[src/rtl/fcta_stage_seq_pkg.sv]
// definesPkg: shared types for the FC training accelerator.
// Stage commands, sequencer FSM states, default layer count.
package definesPkg;

  localparam int STAGE_BW       = 3;
  localparam int NUM_LAYERS_DEF = 3;
  localparam int WDT_W          = 16;

  typedef enum logic [STAGE_BW-1:0] {
    STAGE_IDLE    = 3'd0,
    STAGE_A0      = 3'd1,
    STAGE_FP      = 3'd2,
    STAGE_SOFTMAX = 3'd3,
    STAGE_BPDZ    = 3'd4,
    STAGE_BPDW    = 3'd5,
    STAGE_BPDA    = 3'd6,
    STAGE_PU      = 3'd7
  } stage_t;

  typedef enum logic [1:0] {
    SQ_IDLE  = 2'd0,
    SQ_ISSUE = 2'd1,
    SQ_WAIT  = 2'd2
  } seq_state_t;

endpackage

[src/rtl/fcta_stage_seq_next.sv]
// fcta_stage_next: combinational successor of a (stage, layer) command.
// In: i_stage, i_layer. Out: o_next_stage, o_next_layer, o_last (final PU).
module fcta_stage_next
  import definesPkg::*;
#(
  parameter int NUM_LAYERS = NUM_LAYERS_DEF,
  parameter int LAYER_BW   = (NUM_LAYERS > 1) ? $clog2(NUM_LAYERS) : 1
) (
  input  logic [STAGE_BW-1:0] i_stage,
  input  logic [LAYER_BW-1:0] i_layer,
  output logic [STAGE_BW-1:0] o_next_stage,
  output logic [LAYER_BW-1:0] o_next_layer,
  output logic                o_last
);

  localparam logic [LAYER_BW-1:0] LAST =
    LAYER_BW'(NUM_LAYERS - 1);

  logic w_top;
  logic w_bot;
  stage_t w_stage;
  stage_t w_nstage;

  assign w_top   = (i_layer == LAST);
  assign w_bot   = (i_layer == '0);
  assign w_stage = stage_t'(i_stage);

  always_comb begin
    w_nstage     = STAGE_IDLE;
    o_next_layer = '0;
    o_last       = 1'b0;
    case (w_stage)
      STAGE_A0: begin
        w_nstage = STAGE_FP;
      end
      STAGE_FP: begin
        if (w_top) begin
          w_nstage     = STAGE_SOFTMAX;
          o_next_layer = LAST;
        end else begin
          w_nstage     = STAGE_FP;
          o_next_layer = i_layer + LAYER_BW'(1);
        end
      end
      STAGE_SOFTMAX: begin
        w_nstage     = STAGE_BPDZ;
        o_next_layer = LAST;
      end
      STAGE_BPDZ: begin
        w_nstage     = STAGE_BPDW;
        o_next_layer = i_layer;
      end
      STAGE_BPDW: begin
        // layer 0 has no upstream activation to backprop into
        if (w_bot) begin
          w_nstage = STAGE_PU;
        end else begin
          w_nstage     = STAGE_BPDA;
          o_next_layer = i_layer;
        end
      end
      STAGE_BPDA: begin
        w_nstage     = STAGE_BPDZ;
        o_next_layer = i_layer - LAYER_BW'(1);
      end
      STAGE_PU: begin
        if (w_top) begin
          o_last = 1'b1;
        end else begin
          w_nstage     = STAGE_PU;
          o_next_layer = i_layer + LAYER_BW'(1);
        end
      end
      default: begin
        w_nstage = STAGE_IDLE;
      end
    endcase
  end

  assign o_next_stage = w_nstage;

endmodule

[src/rtl/fcta_stage_seq.sv]
// fcta_stage_seq: training-step sequencer, issues stage/layer commands.
// Ports: clk, rst, start_i, abort_i, stage_done_i -> stage_start_o,
// stage_o, layer_o, busy_o, done_o, error_o. Option: FCTA_STAGE_WDT_EN.
module fcta_stage_seq
  import definesPkg::*;
#(
  parameter int NUM_LAYERS = NUM_LAYERS_DEF,
  parameter int LAYER_BW   = (NUM_LAYERS > 1) ? $clog2(NUM_LAYERS) : 1,
  parameter int WDT_CYCLES = 65535
) (
  input  logic                clk,
  input  logic                rst,
  input  logic                start_i,
  input  logic                abort_i,
  output logic                stage_start_o,
  output logic [STAGE_BW-1:0] stage_o,
  output logic [LAYER_BW-1:0] layer_o,
  input  logic                stage_done_i,
  output logic                busy_o,
  output logic                done_o,
  output logic                error_o
);

  seq_state_t          r_state;
  stage_t              r_stage;
  logic [LAYER_BW-1:0] r_layer;
  logic                r_start;
  logic                r_busy;
  logic                r_done;

  logic [STAGE_BW-1:0] w_nxt_stage;
  logic [LAYER_BW-1:0] w_nxt_layer;
  logic                w_last;
  logic                w_wdt_hit;

  fcta_stage_next #(
    .NUM_LAYERS (NUM_LAYERS),
    .LAYER_BW   (LAYER_BW)
  ) u_next (
    .i_stage      (r_stage),
    .i_layer      (r_layer),
    .o_next_stage (w_nxt_stage),
    .o_next_layer (w_nxt_layer),
    .o_last       (w_last)
  );

`ifdef FCTA_STAGE_WDT_EN
  localparam logic [WDT_W-1:0] WDT_LIM =
    WDT_W'(WDT_CYCLES - 1);

  logic [WDT_W-1:0] r_wdt;
  logic             r_err;

  always_ff @(posedge clk) begin
    if (rst) begin
      r_wdt <= '0;
    end else if (r_state == SQ_ISSUE) begin
      r_wdt <= '0;
    end else if (r_state == SQ_WAIT) begin
      r_wdt <= r_wdt + WDT_W'(1);
    end
  end

  assign w_wdt_hit = (r_wdt == WDT_LIM);

  always_ff @(posedge clk) begin
    if (rst) begin
      r_err <= 1'b0;
    end else if (!abort_i) begin
      if (r_state == SQ_IDLE && start_i) begin
        r_err <= 1'b0;
      end else if (r_state == SQ_WAIT &&
                   !stage_done_i && w_wdt_hit) begin
        r_err <= 1'b1;
      end
    end
  end

  assign error_o = r_err;
`else
  assign w_wdt_hit = 1'b0;
  assign error_o   = 1'b0;
`endif

  // ISSUE spans a load cycle (r_start low) and a pulse cycle
  // (r_start high); entry from IDLE arrives already pulsing.
  always_ff @(posedge clk) begin
    if (rst) begin
      r_state <= SQ_IDLE;
      r_stage <= STAGE_IDLE;
      r_layer <= '0;
      r_start <= 1'b0;
      r_busy  <= 1'b0;
      r_done  <= 1'b0;
    end else begin
      r_start <= 1'b0;
      r_done  <= 1'b0;
      if (abort_i) begin
        r_state <= SQ_IDLE;
        r_stage <= STAGE_IDLE;
        r_layer <= '0;
        r_busy  <= 1'b0;
      end else begin
        case (r_state)
          SQ_IDLE: begin
            if (start_i) begin
              r_state <= SQ_ISSUE;
              r_stage <= STAGE_A0;
              r_layer <= '0;
              r_busy  <= 1'b1;
              r_start <= 1'b1;
            end
          end
          SQ_ISSUE: begin
            if (r_start) begin
              r_state <= SQ_WAIT;
            end else begin
              r_start <= 1'b1;
            end
          end
          SQ_WAIT: begin
            if (stage_done_i) begin
              if (w_last) begin
                r_state <= SQ_IDLE;
                r_stage <= STAGE_IDLE;
                r_layer <= '0;
                r_busy  <= 1'b0;
                r_done  <= 1'b1;
              end else begin
                r_state <= SQ_ISSUE;
                r_stage <= stage_t'(w_nxt_stage);
                r_layer <= w_nxt_layer;
              end
            end else if (w_wdt_hit) begin
              r_state <= SQ_IDLE;
              r_stage <= STAGE_IDLE;
              r_layer <= '0;
              r_busy  <= 1'b0;
            end
          end
          default: begin
            r_state <= SQ_IDLE;
            r_stage <= STAGE_IDLE;
            r_layer <= '0;
            r_busy  <= 1'b0;
          end
        endcase
      end
    end
  end

  assign stage_start_o = r_start;
  assign stage_o       = r_stage;
  assign layer_o       = r_layer;
  assign busy_o        = r_busy;
  assign done_o        = r_done;

endmodule

[config.mk]
export PLATFORM = sky130hd
export DESIGN_NAME = fcta_stage_seq
export DESIGN_NICKNAME = d
export VERILOG_FILES = /design/src/rtl/fcta_stage_seq_pkg.sv /design/src/rtl/fcta_stage_seq_next.sv /design/src/rtl/fcta_stage_seq.sv
export SDC_FILE = /design/constraint.sdc
export NUM_CORES = 1
export LEC_CHECK = 0
export ABC_AREA = 1
export BUFFER_PORTS_ARGS = -buffer_cell sky130_fd_sc_hd__buf_4
export CAP_MARGIN = 20
export CORE_MARGIN = 2
export CORE_UTILIZATION = 30
export DETAILED_ROUTE_END_ITERATION = 7
export PLACE_DENSITY = 0.53
export SLEW_MARGIN = 20
export SYNTH_ARGS = -nofsm -noshare
export SYNTH_HDL_FRONTEND = slang
export SYNTH_SLANG_ARGS = --single-unit
[constraint.sdc]
create_clock -name clk -period 1.25 [get_ports clk]
set_clock_uncertainty 0.15 [all_clocks]
set_input_delay 0.25 -clock clk [delete_from_list [all_inputs] [get_ports clk]]
set_output_delay 0.25 -clock clk [all_outputs]
set_load 0.01 [all_outputs]
==> metrics.txt <==
# TYPE chip_impl_metric gauge
chip_impl_metric{name="final-hold-violation-count",unit=""} 0
chip_impl_metric{name="globalRoute.totalOverflow",unit=""} 0
chip_impl_metric{name="grt_start_max_net_pins",unit=""} 9
chip_impl_metric{name="critical_path_cell_count",unit=""} 7
chip_impl_metric{name="layout_utilization",unit="%"} 50.17
chip_impl_metric{name="final.fill_count",unit=""} 230
chip_impl_info{name="crit_start",value="layer_o[0]"} 1
chip_impl_metric{name="worst-endpoint-required",unit="ns"} 1.31
chip_impl_metric{name="initial_core_util",unit="%"} 31.03
chip_impl_metric{name="tritoncts_num_sinks",unit=""} 10
chip_impl_info{name="ctsRootBufferMaster",value="clkbuf_4"} 1
chip_impl_metric{name="muxShareOfSynthArea",unit="%"} 0
chip_impl_metric{name="cts_buffers",unit=""} 3
chip_impl_metric{name="n_antenna_cell",unit=""} 0
chip_impl_metric{name="maximum_cell_stage_delay_along_the_critical_path",unit="ns"} 0.39
chip_impl_metric{name="floorplan.rows",unit=""} 17
chip_impl_metric{name="routed_wirelength",unit="µm"} 1717
chip_impl_metric{name="syn2layout_area_growth",unit="%"} 61.71
chip_impl_info{name="most-common-layout-cells",value="buf_4 (26), nand2_1 (21), nand3_1 (11)"} 1
chip_impl_metric{name="mappedNetlistArea",unit="µm²"} 673.1
chip_impl_metric{name="ctsHoldBuffers",unit=""} 0
chip_impl_metric{name="ff_latch_area",unit="µm²"} 226.5
chip_impl_info{name="reg_to_reg_critical_path_startpoint",value="layer_o[0]"} 1
chip_impl_info{name="grt_setup_unrepaired",value="true"} 1
chip_impl_metric{name="min_period_over_period",unit="%"} 107.6
chip_impl_metric{name="share_of_the_yosys_chip_area_belonging_to_registers",unit="%"} 29.74
chip_impl_metric{name="ctsHtreeMaxLevel",unit=""} 1
chip_impl_info{name="clock_tree_from_tritoncts",value="done"} 1
chip_impl_metric{name="cts_clock_pin_slew_for_the_worst_setup_and_hold_paths",unit="ns"} 0.07
chip_impl_metric{name="reg2reg_slack",unit="ns"} -0.09
chip_impl_metric{name="period_minus_slack",unit="ns"} 1.345
chip_impl_metric{name="synth-seq-cells",unit=""} 10
chip_impl_metric{name="gp_routability_congestion",unit=""} 0.8416
chip_impl_info{name="hp_class",value="in -> reg"} 1
chip_impl_metric{name="cts_max_path_buffers",unit=""} 2
chip_impl_metric{name="proportion_of_layout_cells_with_a_drive_suffix_above_1",unit="%"} 50.74
chip_impl_metric{name="grt_pass1_vias",unit=""} 670
chip_impl_metric{name="synth-warning-count",unit=""} 0
chip_impl_metric{name="postSynthCellCount",unit=""} 103
chip_impl_metric{name="synth_simple_gate_area_share",unit="%"} 39.41
chip_impl_info{name="timing.critical_path.from_type",value="flop"} 1
chip_impl_info{name="regToRegEndpoint",value="layer_o[0]"} 1
chip_impl_info{name="mostFrequentLayoutCell",value="buf_4"} 1
chip_impl_info{name="critical_path.top_delay_family",value="flip-flops"} 1
chip_impl_metric{name="hold-worst-slack",unit="ns"} 0.1232
chip_impl_metric{name="port_bufs",unit=""} 12
chip_impl_metric{name="finalNonFillerCells",unit=""} 164
chip_impl_metric{name="slew_violations",unit=""} 0
chip_impl_metric{name="dpl.hpwl",unit="µm"} 1303
chip_impl_metric{name="grt_antenna_before_repair",unit=""} 0
chip_impl_metric{name="antenna_left",unit=""} 0
chip_impl_metric{name="final-setup-viol-count",unit=""} 7
chip_impl_info{name="critical_path.most_common_cell",value="nor2_1"} 1
chip_impl_info{name="critPathKind",value="reg -> reg"} 1
chip_impl_metric{name="place.detailed.instances",unit=""} 156
chip_impl_metric{name="setup_slack",unit="ns"} -0.09452
chip_impl_metric{name="multiInputGateArea",unit="µm²"} 465.4
chip_impl_info{name="dominant_combinational_cell_family_by_area_after_synthesis",value="simple AND/OR/NAND/NOR gates"} 1
chip_impl_metric{name="ir_worst_vdd",unit="mV"} 0.4098
chip_impl_metric{name="timing.critical_path.fanout_max",unit=""} 5
chip_impl_metric{name="critical_path.n_buffers_inverters",unit=""} 1
chip_impl_metric{name="timing.critical_path.arrival",unit="ns"} 1.40
chip_impl_metric{name="vias",unit=""} 748
chip_impl_metric{name="finish.net_count",unit=""} 146
chip_impl_metric{name="dpl_worst_slack",unit="ns"} -0.1025
chip_impl_metric{name="ios",unit=""} 14
chip_impl_info{name="timing.critical_path.cells",value="inv_8, ha_4, nand2_1, nand3_1, a21oi_1, nor2_1, nor2_1"} 1
chip_impl_info{name="synth_area_leaders",value="dfxtp_1 (30%), nand2_1 (12%), nand3_1 (8.2%), ha_1 (7.4%), nor2_1 (6.7%)"} 1
chip_impl_metric{name="gr-usage-all-layers",unit="%"} 14.32
chip_impl_metric{name="wire_per_inst",unit="µm"} 10.47
chip_impl_info{name="run_status",value="complete, but fails checks"} 1
chip_impl_info{name="yosysTopAreaCell",value="dfxtp_1"} 1
chip_impl_metric{name="power.leakage",unit="µW"} 0.0004811
chip_impl_metric{name="route.detailed.drc",unit=""} 0
chip_impl_metric{name="synth-xor-area-share",unit="%"} 0
chip_impl_metric{name="die-area",unit="µm²"} 2639
chip_impl_metric{name="power_density",unit="nW/µm²"} 658.8
chip_impl_metric{name="die_height",unit="µm"} 51.37
chip_impl_metric{name="grt_pass1_wl",unit="µm"} 2877
chip_impl_info{name="critPathCaptureType",value="flop"} 1
chip_impl_metric{name="drtPass1Iterations",unit=""} 4
chip_impl_metric{name="dieWidth",unit="µm"} 51.37
chip_impl_metric{name="avg_vias_per_cell",unit=""} 4.561
chip_impl_info{name="crit_end",value="layer_o[0]"} 1
chip_impl_metric{name="initialDrtViolationCount",unit=""} 7
chip_impl_metric{name="synth_adder_area_share",unit="%"} 7.435
chip_impl_metric{name="fmax",unit="MHz"} 743.8
chip_impl_metric{name="synth_largest_type_area_fraction",unit="%"} 29.74
chip_impl_metric{name="synthDistinctLibCells",unit=""} 19
chip_impl_info{name="violations",value="negative setup slack"} 1
chip_impl_info{name="critical_path.slowest_cell",value="dfxtp_4"} 1
chip_impl_metric{name="clkLatencyLatePin",unit="ns"} 0.27
chip_impl_metric{name="synth_area_per_cell",unit="µm²"} 6.535
chip_impl_metric{name="area_fraction_in_compound_gates_after_synthesis",unit="%"} 10.59
chip_impl_metric{name="synth_nets",unit=""} 112
chip_impl_metric{name="core_area",unit="µm²"} 2170
chip_impl_metric{name="timing.reg2reg.worst_path_depth",unit=""} 7
chip_impl_metric{name="cap_viol_max_count",unit=""} 0
-- cell usage after synthesis --
library cell / count
o21ai_2: 1
buf_4: 3
dfxtp_1: 10
o21ai_0: 3
inv_1: 11
conb_1: 1
nand3_1: 11
a21oi_1: 5
nand3_2: 2
nand2_1: 22
inv_2: 5
o211ai_1: 3
nor4_1: 1
nand2_2: 1
or2_1: 1
ha_1: 4
nor2_1: 12
nor2_2: 4
nand4_1: 3
-- timing repair --
| action | CTS | global route |
|---|---|---|
| pin swaps | 6 | 4 |
| setup endpoints to repair | 11 | 12 |
| resized for setup | 15 | 13 |
| buffers inserted | 4 | 0 |
-- how the worst min path moves through the flow --
stage,start,end,slack (ns),depth (start not counted)
2_1_floorplan,start_i,busy_o,0.27,2
3_3_place_gp,busy_o,busy_o,0.31,2
3_5_place_dp,busy_o,busy_o,0.31,2
4_1_cts,rst,done_o,0.11,4
5_1_grt,rst,done_o,0.13,4
6_report,start_i,busy_o,0.12,3
-- power breakdown --
| group | switching, µW | leakage [µW] | internal, µW |
|---|---|---|---|
| combinational | 74.0 | 0.000379 | 71.7 |
| clock | 125 | 0.0000154 | 116 |
| sequential | 13.1 | 0.0000867 | 317 |
-- cells by family (layout without fill, tap and decap cells) --
logic type	Yosys count	count (layout)
buffers and inverters	19	52
adders and majority gates	4	4
and+or+nand+nor	57	57
AOI/OAI and AO/OA	12	12
DFF	10	10
other	1	1
-- routing by layer --
metal  wire (µm)  GRT usage [%]
met5           0              0
met4          13          3.947
met2         822          22.22
met1         810          19.07
met3          70          4.386
-- per-stage QoR --
| step | TNS, ns | total power [µW] | cell area, µm² |
|---|---|---|---|
| 5_1_grt | -1.165 | 758.5 | 1089 |
| 3_3_place_gp | -0.3847 | 469.6 | 950.9 |
| 6_report | -0.3432 | 717.2 | 1089 |
| 2_1_floorplan | -0.04939 | 416.3 | 735.7 |
| 4_1_cts | -0.3412 | 721.2 | 1049 |
| 3_5_place_dp | -0.3781 | 470.7 | 950.9 |
-- tightest hold or removal path, stage by stage --
cell and delay, ns:
buf_4 0.09, nand3_1 0.10, nand2_1 0.08
-- registers in the layout, indices dropped and copies added (netlist names) --
register and count:
done_o 1, stage_start_o 1, stage_o 3, layer_o 2
busy_o 1, r_state 2
-- layout make-up --
class	instances	area share, %
multi-input combinational	74	42.76
timing repair buffer	32	24.14
sequential	10	20.80
inverter	16	6.667
tap	28	3.218
clock buffer	3	2.069
clock inverter	1	0.3448
Power figures use the tool's default switching activity.
